--- src/rtl/powlib_skidbuff_if.sv ---
// Valid/ready handshake bundle for powlib_skidbuff: upstream (idata/ivld/irdy),
// downstream (odata/ovld/ordy) and the output transfer counter.
interface powlib_skidbuff_if #(
  parameter int W  = 8,
  parameter int CW = 16
);
  logic [W-1:0]  idata;
  logic          ivld;
  logic          irdy;
  logic [W-1:0]  odata;
  logic          ovld;
  logic          ordy;
  logic [CW-1:0] cnt;

  // master: the environment around the buffer (producer + consumer)
  modport master (
    output idata, ivld, ordy,
    input  irdy, odata, ovld, cnt
  );

  modport slave (
    input  idata, ivld, ordy,
    output irdy, odata, ovld, cnt
  );
endinterface

--- src/rtl/powlib_skidbuff.sv ---
// Two-entry skid buffer: registered data/valid forward, registered ready back.
// Optional transfer counter enabled by defining POWLIB_SKIDBUFF_CNT_EN.
module powlib_skidbuff #(
  parameter int           W    = 8,
  parameter logic [W-1:0] INIT = '0,
  parameter int           CW   = 16
) (
  input  logic               clk,
  input  logic               rst,
  powlib_skidbuff_if.slave   bus
);

  typedef enum logic [1:0] {
    EMPTY = 2'd0,
    BUSY  = 2'd1,
    FULL  = 2'd2
  } state_t;

  state_t       state_q;
  logic         mv_q;
  logic         sv_q;
  logic [W-1:0] m_q;
  logic [W-1:0] s_q;

  assign bus.ovld  = mv_q;
  assign bus.odata = m_q;
  // Ready comes only from the skid flag, so ordy never reaches irdy combinationally.
  assign bus.irdy  = !sv_q && !rst;

  always_ff @(posedge clk or posedge rst) begin
    if (rst) begin
      state_q <= EMPTY;
      mv_q    <= 1'b0;
      sv_q    <= 1'b0;
      m_q     <= INIT;
      s_q     <= INIT;
    end else begin
      case (state_q)
        EMPTY: begin
          if (bus.ivld) begin
            m_q     <= bus.idata;
            mv_q    <= 1'b1;
            state_q <= BUSY;
          end
        end
        BUSY: begin
          if (bus.ivld && bus.ordy) begin
            m_q <= bus.idata;
          end else if (bus.ivld) begin
            // Consumer stalled while a new word arrived: park it in the skid slot.
            s_q     <= bus.idata;
            sv_q    <= 1'b1;
            state_q <= FULL;
          end else if (bus.ordy) begin
            mv_q    <= 1'b0;
            state_q <= EMPTY;
          end
        end
        FULL: begin
          if (bus.ordy) begin
            m_q     <= s_q;
            sv_q    <= 1'b0;
            state_q <= BUSY;
          end
        end
        default: begin
          mv_q    <= 1'b0;
          sv_q    <= 1'b0;
          state_q <= EMPTY;
        end
      endcase
    end
  end

`ifdef POWLIB_SKIDBUFF_CNT_EN
  logic [CW-1:0] cnt_q;

  always_ff @(posedge clk or posedge rst) begin
    if (rst) begin
      cnt_q <= '0;
    end else if (mv_q && bus.ordy) begin
      cnt_q <= cnt_q + CW'(1);
    end
  end

  assign bus.cnt = cnt_q;
`else
  assign bus.cnt = '0;
`endif

endmodule

--- src/flat_wrapper.sv ---
// flat-port wrapper written by rule: the top's interface ports become plain ports
module powlib_skidbuff_flat 
#(
  parameter int           W    = 8,
  parameter logic [W-1:0] INIT = '0,
  parameter int           CW   = 16
)
  (clk, rst, bus_idata, bus_ivld, bus_ordy, bus_irdy, bus_odata, bus_ovld, bus_cnt);
  powlib_skidbuff_if #(.W(W), .CW(CW)) bus_i ();
  input  logic clk;
  input  logic rst;
  input wire logic [$bits(bus_i.idata)-1:0] bus_idata;
  input wire logic [$bits(bus_i.ivld)-1:0] bus_ivld;
  input wire logic [$bits(bus_i.ordy)-1:0] bus_ordy;
  output wire logic [$bits(bus_i.irdy)-1:0] bus_irdy;
  output wire logic [$bits(bus_i.odata)-1:0] bus_odata;
  output wire logic [$bits(bus_i.ovld)-1:0] bus_ovld;
  output wire logic [$bits(bus_i.cnt)-1:0] bus_cnt;
  assign bus_i.idata = bus_idata;
  assign bus_i.ivld = bus_ivld;
  assign bus_i.ordy = bus_ordy;
  assign bus_irdy = bus_i.irdy;
  assign bus_odata = bus_i.odata;
  assign bus_ovld = bus_i.ovld;
  assign bus_cnt = bus_i.cnt;
  powlib_skidbuff #(.W(W), .INIT(INIT), .CW(CW)) u_core (.clk(clk), .rst(rst), .bus(bus_i));
endmodule
--- config.mk ---
export PLATFORM = sky130hd
export DESIGN_NAME = powlib_skidbuff_flat
export DESIGN_NICKNAME = d
export VERILOG_FILES = /design/src/rtl/powlib_skidbuff_if.sv /design/src/rtl/powlib_skidbuff.sv /design/src/flat_wrapper.sv
export SDC_FILE = /design/constraint.sdc
export NUM_CORES = 1
export LEC_CHECK = 0
export ABC_AREA = 1
export BUFFER_PORTS_ARGS = -buffer_cell sky130_fd_sc_hd__buf_2
export CAP_MARGIN = 20
export CORE_MARGIN = 2
export CORE_UTILIZATION = 25
export CTS_BUF_LIST = sky130_fd_sc_hd__clkbuf_2
export DETAILED_ROUTE_END_ITERATION = 7
export HOLD_SLACK_MARGIN = 0.05
export PLACE_DENSITY_LB_ADDON = 0.1
export SYNTH_ARGS = -nofsm -noshare
export SYNTH_HDL_FRONTEND = slang
export SYNTH_SLANG_ARGS = --single-unit
--- constraint.sdc ---
create_clock -name clk -period 2.2 [get_ports clk]
set_clock_uncertainty 0.1 [all_clocks]
set_input_delay 0.11 -clock clk [delete_from_list [all_inputs] [get_ports clk]]
set_output_delay 0.11 -clock clk [all_outputs]
set_load 0.1 [all_outputs]
## Word-level counts from Yosys, hierarchy flattened

Index checks and enable logic that the tools add are counted.

| word-level totals | value |
|---|---|
| bits in registers | 20 |
| output and inout bits | 26 |
| input bits | 12 |

| operators by class | value |
|---|---|
| reductions and logical operators | 11 |
| bitwise operators | 3 |
| mux-type cells | 17 |
| equal/unequal tests | 10 |

Operators with widths:

| cell | number |
|---|---|
| two-way mux 8 bit | 3 |
| case mux 8 bit (3 select lines) | 1 |
| inequality test 2 bit, second input constant | 6 |
| AND reduction 4 bit | 3 |
| two-way mux 2 bit | 5 |
| case mux 1 bit (3 select lines) | 2 |
| case mux 2 bit (3 select lines) | 1 |
| two-way mux 1 bit | 5 |
| AND reduction 5 bit | 1 |
| inequality test 3 bit, second input constant | 1 |
| NOT 1 bit | 3 |
| AND reduction 3 bit | 1 |
| nonzero test 3 bit | 1 |
| equality test 2 x 1 -> 1 bit, second input constant | 1 |
| equality test 2 bit, second input constant | 1 |
| logical AND 1 bit | 2 |
| logical NOT 1 bit | 2 |
| logical NOT 2 bit | 1 |
| inequality test 2 x 1 -> 1 bit, second input constant | 1 |

## Logic depth before layout (Yosys ltp)

| logic depth | value |
|---|---|
| depth in word-level cells | 4 |
| mapped depth | 7 |
| depth with buffers taken out | 6 |

## Least setup slack after synthesis

OpenSTA, ideal clock, no wires.

| path | value |
|---|---|
| path type | register to output |
| start point | register u_core.sv_q |
| end point | output port bus_irdy |
| data arrival time | 1.624 ns |
| path buffers | 0 |
| required time | 1.990 ns |
| cell stages (with the launch flop) | 2 |
| setup slack | 0.366 ns |
| cell sequence | dfrtp_1 nor2_1 |

| on the way | value |
|---|---|
| cells in the longest elaborated chain, start to end | 2 |

RTL lines:

| element | line | RTL |
|---|---|---|
| start, declared | powlib_skidbuff.sv:21 | `logic sv_q;` |
| start signal, assigned | powlib_skidbuff.sv:34 | `sv_q <= 1'b0;` |
| start signal, assigned | powlib_skidbuff.sv:52 | `sv_q <= 1'b1;` |
| start signal, assigned | powlib_skidbuff.sv:62 | `sv_q <= 1'b0;` |
| logical NOT 1 bit | powlib_skidbuff.sv:28 | `assign bus.irdy = !sv_q && !rst;` |
| logical AND 1 bit | powlib_skidbuff.sv:28 |  |
| end, declared | flat_wrapper.sv:15 | `output wire logic [$bits(bus_i.irdy)-1:0] bus_irdy;` |

No other way between the ends.

## Final worst setup path

Same ends and word-level chain as after synthesis.

==> summary.md <==
| Metric | Value |
|---|---|
| Run status | finished, final reports clean |
| Most used cells in the layout excluding fill and tap cells | 61 x nand2_1, 21 x buf_2, 20 x dfrtp_1 |
| Final Slew Violations | 0 |
| Layout overhead on the synthesized area | 18.2% |
| Max transition margin | around 47% |
| Antenna Diode Count | 0 |
| Final Cycle Share | around 67% |
| Syn Std Cell Area | roughly 1100 sq um |
| Total GRT Usage | roughly 10% |
| Proportion of power drawn by the clock network | 7.3% |
| Max-cap check violation count | 0 |
| Startpoint of the most critical register-to-register path | u_core.state_q[0] |
| Classification of the worst-slack hold path | input pin to flip-flop |
| Clock transition time at the flip-flop clock pins of the worst setup and hold paths | around 0.20 ns |
| Design Area, Final | about 1300 sq um |
| Via Count | roughly 920 |
| Net count reported at finish | 190 |
| Sequential element share of the synthesized area | between 40 and 50% |
| Cell count after synthesis | 145 |
| Unrepaired setup endpoints after global routing | no |
| Number of clock sinks | 20 |
| Worst setup path class | flip-flop to primary output |
| Via count of the first global-routing pass | 891 |
| Root buffer cell | clkbuf_2 |
| Die boundary width | ~71 um |
| CORE AREA | between 4000 and 5000 sq um |
| Crit. Startpoint | u_core.sv_q |
| Insertion delay to the later sink of the worst-skew pair | 0.32 ns |
| Required @ worst endpoint | just under 2 ns |
| Worst VDD drop | approximately 0.48 mV |
| Remaining global-route overflow | 0 |
| Placer Congestion | a little under 0.8 |
| Placed Area | approximately 1200 sq um |
| Routed WL per cell | approximately 10 um |
| Leakage dissipation | roughly 0.77 nW |
| Setup fix buffers added after clock tree synthesis | 0 |
| Count of port buffers added during placement | 21 |
| Mapped Avg Cell Area | roughly 8 sq um |
| Count of TritonRoute iterations in the first routing pass | 4 |
| DRT iter0 DRCs | 39 |
| Setup TNS | 0 ns |
| Number of buffers inserted during clock tree synthesis | 3 |
| Switching power of the nets | between 0.001 and 0.0015 W |
| Initial Utilization | between 20% and 30% |
| Nature of the critical path startpoint | flip-flop |
| Top Ports | 38 |
| Die ar. | a little over 5000 sq um |
| Cell area power density | around 1500 nW/um^2 |
| Critical path data arrival time | ~1.3 ns |
| Highest clock rate | around 680 MHz |
| H-tree depth | 1 |
| Total wire length | about 2300 um |
| Fin. Hold Viols | 0 |
| Distinct cell type count after synthesis | 16 |
| Post-CTS Hold Fix Bufs | 10 |
| Count of synthesis-stage warnings from yosys | 0 |
| Number of routed nets with antenna violations | 0 |
| Fraction of power consumed by combinational cells | between 60 and 70% |
| Cell Rows | 24 |
| Vert. Die Dim | a little over 70 um |
| Residual DRC | 0 |
| Core Util, Final | 30.8% |
| CTS tree | done |
| HPWL after detailed placement | 1750 um |
| Post-cts resize count | 0 |
| Detailed-route vias per instance | slightly above 4 |
| Most common cell after layout, fill and taps aside | nand2_1 |
| Antenna violations before repair | 0 |
| Final number of setup-violating endpoints | 0 |
| Total design power | between 0.002 and 0.0025 W |
| Register share of total power | 31.6% |
| Critical Path Sink Type | primary output |
| Top fanout value on the critical path | 2 |
| Worst hold margin | 0.0822 ns |
| Internal power component | approximately 0.00080 W |
| Min cycle time layout | between 1 and 1.5 ns |
| Wire length of the first global-routing pass | between 4000 and 5000 um |
| Flops & latches, synth | 20 |
| Least-Margin Pin Slew | around 0.79 ns |
| Min-Delay Startpoint | bus_ordy |
| Buffers from clock root to sink, at most | 2 |
| Net switching fraction of the power | between 60% and 70% |
| Share of layout cells above drive strength 1 | around 22% |
| Largest net degree at the start of global routing | 21 |
==> sequential cells by signal, summed over array words and instances (netlist names) <==
name	count
u_core.s_q	8
u_core.bus.ovld	1
u_core.sv_q	1
u_core.bus.odata	8
u_core.state_q	2
==> metrics by stage <==
step	setup slack, ns	instances
2_1_floorplan	0.366	160
6_report	0.727	228
5_1_grt	0.645	228
3_5_place_dp	0.819	215
3_3_place_gp	0.834	215
4_1_cts	0.701	228
==> logic make-up after synthesis <==
group | Yosys count | share of synthesized area [%]
AND/OR/NAND/NOR | 82 | 31.6
buffers and inverters | 32 | 16.5
flip-flops | 20 | 44.1
AO/OA/AOI/OAI | 10 | 7.49
other | 1 | 0.330
==> worst max-delay path: stages, from the launching register on <==
cell,delay [ns]
dfrtp_1,0.42
nor2_1,0.09
buf_2,0.42
==> power by group through the flow <==
stage	Combinational [W]	Sequential, W	Clock (W)
after floorplan	0.000534	0.00122	0
after global placement	0.00125	0.000663	0
after detailed placement	0.00126	0.000665	0
after CTS	0.00127	0.000657	0.000160
after global routing	0.00135	0.000680	0.000178
final	0.00126	0.000652	0.000150
==> path summary, 6_finish.rpt <==
check                                      end  slack [ns]  cells past startpoint
min reg2reg                        u_core.sv_q        0.40                      2
min                          u_core.state_q[0]        0.08                      5
max                                   bus_irdy        0.73                      2
min in group asynchronous          u_core.sv_q        0.35                      3
max in group asynchronous      u_core.bus.ovld        1.13                      3
max reg2reg                u_core.bus.odata[0]        0.78                      6
==> layer usage <==
metal	vias up	track usage [%]	routed length (um)
li1	477	-	-
met1	407	12.6	1130
met2	31	17.3	1000
met3	2	3.38	131
met4	0	2.52	17
met5	-	0	0
==> Yosys cell counts, drive strengths merged <==
| library cell | n | area, sq um |
|---|---|---|
| a21o | 1 | 7.51 |
| buf | 17 | 131 |
| clkbuf | 1 | 3.75 |
| conb | 1 | 3.75 |
| dfrtp | 20 | 500 |
| inv | 14 | 52.6 |
| nand2 | 63 | 241 |
| nand3 | 15 | 87.6 |
| nor2 | 4 | 30.0 |
| o211ai | 1 | 7.51 |
| o21ai | 8 | 70.1 |
==> final cells by class <==
class / count / area, sq um
inverter: 14 / 52.6
fill: 475 / 3010
clock buffer: 3 / 15.0
sequential: 20 / 500
timing repair buffer: 31 / 205
multi-input combinational: 108 / 504
tap: 52 / 65.1
Note: power is estimated with default switching activity, not from simulation.
